[config.mk]
export PLATFORM = sky130hd
export DESIGN_NAME = pixel_sink_fb_flat
export DESIGN_NICKNAME = d
export VERILOG_FILES = /design/src/rtl/pixel_sink_fb_if.sv /design/src/rtl/pixel_sink_fb.sv /design/src/flat_wrapper.sv
export SDC_FILE = /design/constraint.sdc
export NUM_CORES = 1
export LEC_CHECK = 0
export BUFFER_PORTS_ARGS = -buffer_cell sky130_fd_sc_hd__buf_2
export CAP_MARGIN = 20
export CORE_ASPECT_RATIO = 1.25
export CORE_MARGIN = 8
export CORE_UTILIZATION = 45
export DETAILED_ROUTE_END_ITERATION = 10
export PLACE_DENSITY = 0.73
export SYNTH_ARGS = -nofsm -noshare
export SYNTH_HDL_FRONTEND = slang
export SYNTH_SLANG_ARGS = --single-unit
[constraint.sdc]
create_clock -name clk -period 11.2 [get_ports clk]
set_input_delay 1.68 -clock clk [delete_from_list [all_inputs] [get_ports clk]]
set_output_delay 1.68 -clock clk [all_outputs]
set_load 0.02 [all_outputs]
[src/rtl/pixel_sink_fb_if.sv]
// Pixel stream handshake between the draw-block mux and the framebuffer sink.
//   pix_valid  : pixel present on pix_x/pix_y/pix_colour/pix_last
//   pix_ready  : sink accepts a pixel this cycle
//   pix_x      : column (8 bits)
//   pix_y      : row (7 bits)
//   pix_colour : RGB 3:3:3
//   pix_last   : final pixel of a sprite
// master = pixel producer, slave = pixel sink.
interface pixel_sink_fb_if;
    logic       pix_valid;
    logic       pix_ready;
    logic [7:0] pix_x;
    logic [6:0] pix_y;
    logic [8:0] pix_colour;
    logic       pix_last;

    modport master (
        output pix_valid, pix_x, pix_y, pix_colour, pix_last,
        input  pix_ready
    );

    modport slave (
        input  pix_valid, pix_x, pix_y, pix_colour, pix_last,
        output pix_ready
    );
endinterface

[src/rtl/pixel_sink_fb.sv]
// Framebuffer pixel sink: buffers the sprite pixel stream in a small FIFO,
// discards off-screen and colour-keyed pixels, and issues one-cycle writes
// into the SCREEN_W x SCREEN_H, 9-bit framebuffer RAM.
// Ports:
//   clk        : clock, all logic on the rising edge
//   resetn     : synchronous active-low reset
//   pix        : pixel stream (slave side of pixel_sink_fb_if)
//   fb_busy    : framebuffer port unavailable, no pop this cycle
//   fb_wren    : framebuffer write strobe, one cycle per written pixel
//   fb_addr    : y*SCREEN_W + x of the write
//   fb_data    : colour of the write
//   frame_done : one-cycle pulse after the entry carrying pix_last retires
//   idle       : FIFO empty and no write in flight
//   drop_count : saturating count of off-screen pixels discarded
module pixel_sink_fb #(
    parameter int unsigned DEPTH_LOG2 = 3,
    parameter int unsigned SCREEN_W   = 160,
    parameter int unsigned SCREEN_H   = 120,
    parameter bit          KEY_EN     = 1'b1,
    parameter logic [8:0]  KEY_COLOUR = 9'b111000111
) (
    input  logic                 clk,
    input  logic                 resetn,
    pixel_sink_fb_if.slave       pix,
    input  logic                 fb_busy,
    output logic                 fb_wren,
    output logic [14:0]          fb_addr,
    output logic [8:0]           fb_data,
    output logic                 frame_done,
    output logic                 idle,
    output logic [7:0]           drop_count
);

    localparam int unsigned            DEPTH   = 1 << DEPTH_LOG2;
    localparam logic [DEPTH_LOG2:0]    OCC_MAX = DEPTH[DEPTH_LOG2:0];
    localparam logic [DEPTH_LOG2:0]    OCC_ONE = 1;
    localparam logic [DEPTH_LOG2-1:0]  PTR_ONE = 1;

    typedef struct packed {
        logic       last;
        logic [8:0] colour;
        logic [6:0] y;
        logic [7:0] x;
    } entry_t;

    entry_t                mem [DEPTH];
    logic [DEPTH_LOG2-1:0] wr_ptr;
    logic [DEPTH_LOG2-1:0] rd_ptr;
    logic [DEPTH_LOG2:0]   occ;

    entry_t      head;
    logic        push;
    logic        pop;
    logic        off_screen;
    logic        keyed;
    logic        do_write;
    logic [14:0] head_addr;

    // Ready is a function of registered occupancy only, so a producer may
    // look at it before deciding to raise pix_valid.
    assign pix.pix_ready = (occ < OCC_MAX) && resetn;
    assign push          = pix.pix_valid && pix.pix_ready;
    assign pop           = (occ != '0) && !fb_busy;

    assign head       = mem[rd_ptr];
    assign off_screen = ({1'b0, head.x} >= 9'(SCREEN_W)) ||
                        ({1'b0, head.y} >= 8'(SCREEN_H));
    assign keyed      = KEY_EN && (head.colour == KEY_COLOUR);
    assign head_addr  = 15'(head.y) * 15'(SCREEN_W) + 15'(head.x);
    assign do_write   = pop && !off_screen && !keyed;

    assign idle = (occ == '0) && !fb_wren;

    // NOTE: the storage array has no reset; occupancy and pointers define which
    // entries are meaningful, so stale contents are never observed.
    always_ff @(posedge clk) begin
        if (push) begin
            mem[wr_ptr] <= '{last: pix.pix_last, colour: pix.pix_colour,
                             y: pix.pix_y, x: pix.pix_x};
        end
    end

    // NOTE: all state below uses non-blocking assignments so every register
    // sees pre-edge values of the others regardless of statement order.
    always_ff @(posedge clk) begin
        if (!resetn) begin
            wr_ptr     <= '0;
            rd_ptr     <= '0;
            occ        <= '0;
            fb_wren    <= 1'b0;
            fb_addr    <= '0;
            fb_data    <= '0;
            frame_done <= 1'b0;
            drop_count <= '0;
        end else begin
            if (push) wr_ptr <= wr_ptr + PTR_ONE;
            if (pop)  rd_ptr <= rd_ptr + PTR_ONE;

            // Simultaneous push and pop leaves occupancy unchanged.
            case ({push, pop})
                2'b10:   occ <= occ + OCC_ONE;
                2'b01:   occ <= occ - OCC_ONE;
                default: occ <= occ;
            endcase

            fb_wren    <= do_write;
            frame_done <= pop && head.last;

            // Address and data hold their last value while fb_wren is low.
            if (do_write) begin
                fb_addr <= head_addr;
                fb_data <= head.colour;
            end

            if (pop && off_screen && (drop_count != 8'hFF)) begin
                drop_count <= drop_count + 8'd1;
            end
        end
    end

endmodule

[src/flat_wrapper.sv]
// flat-port wrapper written by rule: the top's interface ports become plain ports
module pixel_sink_fb_flat 
#(
    parameter int unsigned DEPTH_LOG2 = 3,
    parameter int unsigned SCREEN_W   = 160,
    parameter int unsigned SCREEN_H   = 120,
    parameter bit          KEY_EN     = 1'b1,
    parameter logic [8:0]  KEY_COLOUR = 9'b111000111
)
  (clk, resetn, fb_busy, fb_wren, fb_addr, fb_data, frame_done, idle, drop_count, pix_pix_valid, pix_pix_x, pix_pix_y, pix_pix_colour, pix_pix_last, pix_pix_ready);
  pixel_sink_fb_if pix_i ();
  input  logic clk;
  input  logic resetn;
  input  logic fb_busy;
  output logic fb_wren;
  output logic [14:0] fb_addr;
  output logic [8:0] fb_data;
  output logic frame_done;
  output logic idle;
  output logic [7:0] drop_count;
  input wire logic [$bits(pix_i.pix_valid)-1:0] pix_pix_valid;
  input wire logic [$bits(pix_i.pix_x)-1:0] pix_pix_x;
  input wire logic [$bits(pix_i.pix_y)-1:0] pix_pix_y;
  input wire logic [$bits(pix_i.pix_colour)-1:0] pix_pix_colour;
  input wire logic [$bits(pix_i.pix_last)-1:0] pix_pix_last;
  output wire logic [$bits(pix_i.pix_ready)-1:0] pix_pix_ready;
  assign pix_i.pix_valid = pix_pix_valid;
  assign pix_i.pix_x = pix_pix_x;
  assign pix_i.pix_y = pix_pix_y;
  assign pix_i.pix_colour = pix_pix_colour;
  assign pix_i.pix_last = pix_pix_last;
  assign pix_pix_ready = pix_i.pix_ready;
  pixel_sink_fb #(.DEPTH_LOG2(DEPTH_LOG2), .SCREEN_W(SCREEN_W), .SCREEN_H(SCREEN_H), .KEY_EN(KEY_EN), .KEY_COLOUR(KEY_COLOUR)) u_core (.clk(clk), .resetn(resetn), .pix(pix_i), .fb_busy(fb_busy), .fb_wren(fb_wren), .fb_addr(fb_addr), .fb_data(fb_data), .frame_done(frame_done), .idle(idle), .drop_count(drop_count));
endmodule
; Word level (Yosys, flattened, before mapping)
; Memories as Yosys holds them, arrays and structs flattened. A register that Yosys moved wholly into a read port is not among the register bits.
; Index checks and enable logic that the tools add are counted.
; W data, S select, Z words.
[classes]
addsub = 6
n_mux = 5
reduce_logical = 17
magnitude_cmp = 3
eq_ne = 4
mul = 1
[op_table]
columns = cell, count
row1 = $add A15 B8 Y15, 1
row2 = $mul A7 B3 Y10 const B, 1
row3 = $eq A9 B9 Y1 const B, 1
row4 = $logic_and A1 B1 Y1, 9
row5 = $add A8 B1 Y8 const B, 1
row6 = $ge A8 B8 Y1 const B, 1
row7 = $ne A8 B8 Y1 const B, 1
row8 = $pmux W4 S2, 1
row9 = $ge A7 B7 Y1 const B, 1
row10 = $add A3 B1 Y3 const B, 2
row11 = $mux W3, 2
row12 = $add A4 B1 Y4 const B, 1
row13 = $logic_not A1 Y1, 4
row14 = $logic_not A4 Y1, 1
row15 = $lt A4 B4 Y1 const B, 1
row16 = $reduce_bool A4 Y1, 1
row17 = $sub A4 B1 Y4 const B, 1
row18 = $eq A2 B1 Y1 const B, 1
row19 = $eq A2 B2 Y1 const B, 1
row20 = $mux W1, 2
row21 = $reduce_bool A2 Y1, 1
row22 = $logic_or A1 B1 Y1, 1
[totals]
wordCells = 45
ff_bits = 44
ramBits = 200
mem_count = 1
[memory_table]
columns = memory, words, word_bits, read_ports, rd_ports_with_merged_regs, wr, line
row1 = u_core.mem, 8, 25, 1, 1, 1, pixel_sink_fb.sv:46  ; entry_t mem [DEPTH];

; Longest topological paths before layout
[logic_depth]
ltp_word = 5
depth_mapped = 18
mapped_depth_nobuf = 14

; Least setup slack after synthesis
; Ideal clock, no wire load.
[synth_path]
path_type = input to register
start = input port resetn
end = memory u_core.mem[0][0] in the netlist's numbering, enable pin
required_time_ns = 10.762
n_path_buf = 0
setup_slack_ns = 6.421
stages = 5
arrival_ns = 4.340
cell_sequence = clkinv_1 nor2_1 and2_0 nand2b_1 nor3_1
[synth_between]
elab_chain_len = 4
[synth_lines]
columns = item, line
row1 = from (decl), flat_wrapper.sv:13  ; input logic resetn;
row2 = $logic_and A1 B1 Y1, pixel_sink_fb.sv:61  ; assign pix.pix_ready = (occ < OCC_MAX) && resetn;
row3 = net pix_pix_ready, flat_wrapper.sv:26  ; output wire logic [$bits(pix_i.pix_ready)-1:0] pix_pix_ready;
row4 = $logic_and A1 B1 Y1, pixel_sink_fb.sv:62  ; assign push = pix.pix_valid && pix.pix_ready;
row5 = $mux W1, pixel_sink_fb.sv:77  ; if (push) begin
row6 = $mux W1 (implied by the code), pixel_sink_fb.sv:78  ; mem[wr_ptr] <= '{last: pix.pix_last, colour: pix.pix_colour,
row7 = to (decl), pixel_sink_fb.sv:46
; The timed path passes the listed nets, and every way through them passes these cells.

==> flow_results.org <==
** Floorplan
- The total area inside the core boundary comes to 22,810 um2.
- The floorplan step set the die width to 151.6 um.
- The initialized floorplan defines 62 standard-cell rows.
- The floorplan step set the die height to 185.5 um.
- Count of pins on the block boundary :: 65
- Effective utilization at floorplan :: 45.36%
- The floorplan step defined a die boundary enclosing 28,130 um2.

** Clock tree
- At the later pin of the worst-skew pair, clock insertion delay measures 510 ps.
- The tree built by TritonCTS fans out to 247 sinks.
- Once the clock tree was built, the resizer swapped 0 gates to a different size.
- Clock tree synthesis inserted a total of 23 buffers.
- The tree is rooted in a sky130_fd_sc_hd__clkbuf_16.
- After clock tree synthesis, the clock-pin slew on the worst setup and hold paths is 70 ps.
- CTS built an H-tree with a depth of 1.
- The clock passes through at most 3 buffers.
- Post-CTS repair timing setup buffer count :: 0
- TritonCTS built the clock tree.
- Cts-stage hold buffer count :: 0

** Worst hold path
- Path category of the worst min-delay check :: flip-flop to flip-flop

** Power
- Total power for the finished layout comes to 2.543 mW.
- Power per standard cell area :: 217.3 nW/um2
- Static leakage :: 4.150 nW
- Across the VDD grid, the largest voltage drop is 0.0002072 V.

** Layout
- Once layout is done, the placed cells without fillers occupy 11,700 um2.
- Final-stage net count :: 739
- The repair_antennas step left the layout with diodes totalling 0.
- Non-filler cells, final :: 993
- Measured on the finished design, the core utilization comes to 51.31%.
- Layout cell share with drive strength beyond 1 :: 24.96%
- The area growth from synthesis to layout is 13.12%.

** STA
- The worst path uses 42.53% of the clock period.
- Final Hold Fails :: 0
- Worst-margin pin slew :: 975.4 ps
- Measured against its own limit, the worst slew margin works out to 34.82%.
- Clk_skew :: 8.740 ps
- Maximum achievable frequency :: 0.2099 GHz
- RSZ-0062 raised after global routing :: false
- The total count of max-transition violations in the final report was 0.
- PnR worst setup slack :: 6436 ps
- Clock period minus worst slack :: 4764 ps
- Final setup violation count :: 0
- Hold slack :: 462.2 ps
- Adding up every negative setup slack in the final design gives 0 ps.

** Synth
- Warning count from the yosys run :: 0
- The cell area that synthesis handed to floorplanning was 10,340 um2.
- Sorting the synthesized cells by how often they occur yields sky130_fd_sc_hd__edfxtp_1, sky130_fd_sc_hd__nand2_1, sky130_fd_sc_hd__nor2_1.
- Synth async-reset ratio :: 0%
- The cell count after synthesis came out at 618.
- Sorting the synthesized cells by area gives the leading types as sky130_fd_sc_hd__edfxtp_1, sky130_fd_sc_hd__dfxtp_1, sky130_fd_sc_hd__mux4_2, sky130_fd_sc_hd__mux4_1, sky130_fd_sc_hd__mux2i_1.
- The share of the Yosys chip area taken by registers is 67.15%.
- Post-Syn Nets :: 669
- A synthesized cell averages 16.74 um2.
- Most used flip-flop cell after synthesis :: sky130_fd_sc_hd__edfxtp_1
- The most common cell in the synthesized netlist is sky130_fd_sc_hd__edfxtp_1.
- Count of state elements after synthesis :: 247
- Summed over its instances, the top area cell type makes up 58.06% of the synthesized netlist area.
- The netlist uses 58 different library cells.
- Area leader, netlist :: sky130_fd_sc_hd__edfxtp_1
- Number of enable-type register cells in the synthesized netlist :: 200

** Drt
- Post-route antenna net violation count :: 0
- Count of TritonRoute iterations in the first routing pass :: 5
- Iteration-0 DRC Markers :: 350
- Detailed-route vias per instance :: 5.498
- The routed layout has 5,460 vias.
- Routed wire length :: 20.34 mm
- After detailed routing, the number of remaining DRC violations is 0.
- DR WL/cell :: 20.49 um

** GRT
- Entering global routing, the biggest net connects 59 pins.
- Global-route wire length before repair :: 31.62 mm
- Antenna violations before repair :: 1
- Grt total ovfl :: 0
- Number of global-route vias before repair :: 5,737
- In the global route stage, overall resource usage came out at 14.65%.

** Job
- Number of maximum-capacitance constraint violations :: 0

** Worst setup path
- Worst setup path class :: flip-flop to flip-flop
- CP required :: 11,630 ps
- STA classifies the critical path startpoint as a flip-flop.
- Element type at the critical path end :: flip-flop
- Data arrives at the worst endpoint at 5200 ps.
- Of all nets on the critical path, the largest fanout is 54.

** Place
- The count of buffers added on input and output ports is 64.
- Worst-case setup slack after placement :: 6424 ps
- The number of placed instances, taps included, is 951.
- DP Area :: 10,920 um2
- The congestion estimate from routability-driven global placement came to 0.7590.
- Once detailed placement completed, the half-perimeter wirelength came to 12.55 mm.

** Status
- The flow ran to the end, and the final reports show no timing, DRC or antenna violations.
[layer usage]
metal  share of wire, %  GRT usage [%]
met1                 40          17.34
met2                 52          26.48
met3                6.6          2.287
met4                2.2          4.988
met5              0.064              0
[logic make-up after synthesis]
family / synth area share, %
adders and majority gates: 2.879
and+or+nand+nor: 6.918
xor gates and xnor gates: 1.609
muxes: 15.76
DFF: 67.15
AOI/OAI and AO/OA: 3.084
buffers and inverters: 2.601
[sequential cells by signal, summed over array words and instances, names as in the netlist, named ones only]
name and count:
u_core.fb_data 9, u_core.mem 200, u_core.fb_wren 1, u_core.wr_ptr 3
u_core.drop_count 8, u_core.fb_addr 15, u_core.occ 4, u_core.rd_ptr 3
u_core.frame_done 1
[path summary, 6_finish.rpt]
kind / startpoint / end / slack (ps) / cells after the start
max: flip-flop / u_core.fb_addr[14] / 6440 / 13
min: u_core.fb_data[7] / u_core.fb_data[7] / 460 / 2
max reg2reg: flip-flop / u_core.fb_addr[14] / 6440 / 13
min reg2reg: u_core.fb_data[7] / u_core.fb_data[7] / 460 / 2
[layout by cell type (no fill, tap or decap), drive strengths merged, types with 4 or more instances in the layout]
master,instances
a21o,5
a21oi,15
and2,4
buf,70
bufinv,4
clkbuf,26
clkinv,9
dfxtp,47
edfxtp,200
ha,19
inv,15
mux2,12
mux2i,26
mux4,52
nand2,54
nand3,7
nor2,53
nor2b,4
nor3,7
nor3b,5
o21ai,10
or3,4
xnor2,10
xor2,9
[worst max-delay path, cell delays in order, from the launching register on]
cell and delay, ps:
sky130_fd_sc_hd__dfxtp_2 320, sky130_fd_sc_hd__buf_4 720, sky130_fd_sc_hd__mux4_1 710, sky130_fd_sc_hd__mux2_2 310
sky130_fd_sc_hd__ha_1 300, sky130_fd_sc_hd__ha_1 220, sky130_fd_sc_hd__fa_1 410, sky130_fd_sc_hd__xor2_1 280
sky130_fd_sc_hd__nand3_1 110, sky130_fd_sc_hd__nor4_1 480, sky130_fd_sc_hd__nor3b_1 300, sky130_fd_sc_hd__o21ai_0 150
sky130_fd_sc_hd__a31o_2 230, sky130_fd_sc_hd__a21oi_1 130
[power by group]
group / switching, mW / internal, mW
sequential: 0.0260 / 1.04
combinational: 0.371 / 0.301
clock: 0.329 / 0.473
[cell type report]
type | instances | area (um2)
Fill cell | 1820 | 11100
Sequential cell | 247 | 6949
Multi-Input combinational cell | 331 | 3189
Clock buffer | 26 | 586.8
Timing Repair Buffer | 70 | 365.4
Tap cell | 288 | 360.3
Clock inverter | 16 | 195.2
Inverter | 15 | 56.30
Power figures use the tool's default switching activity.
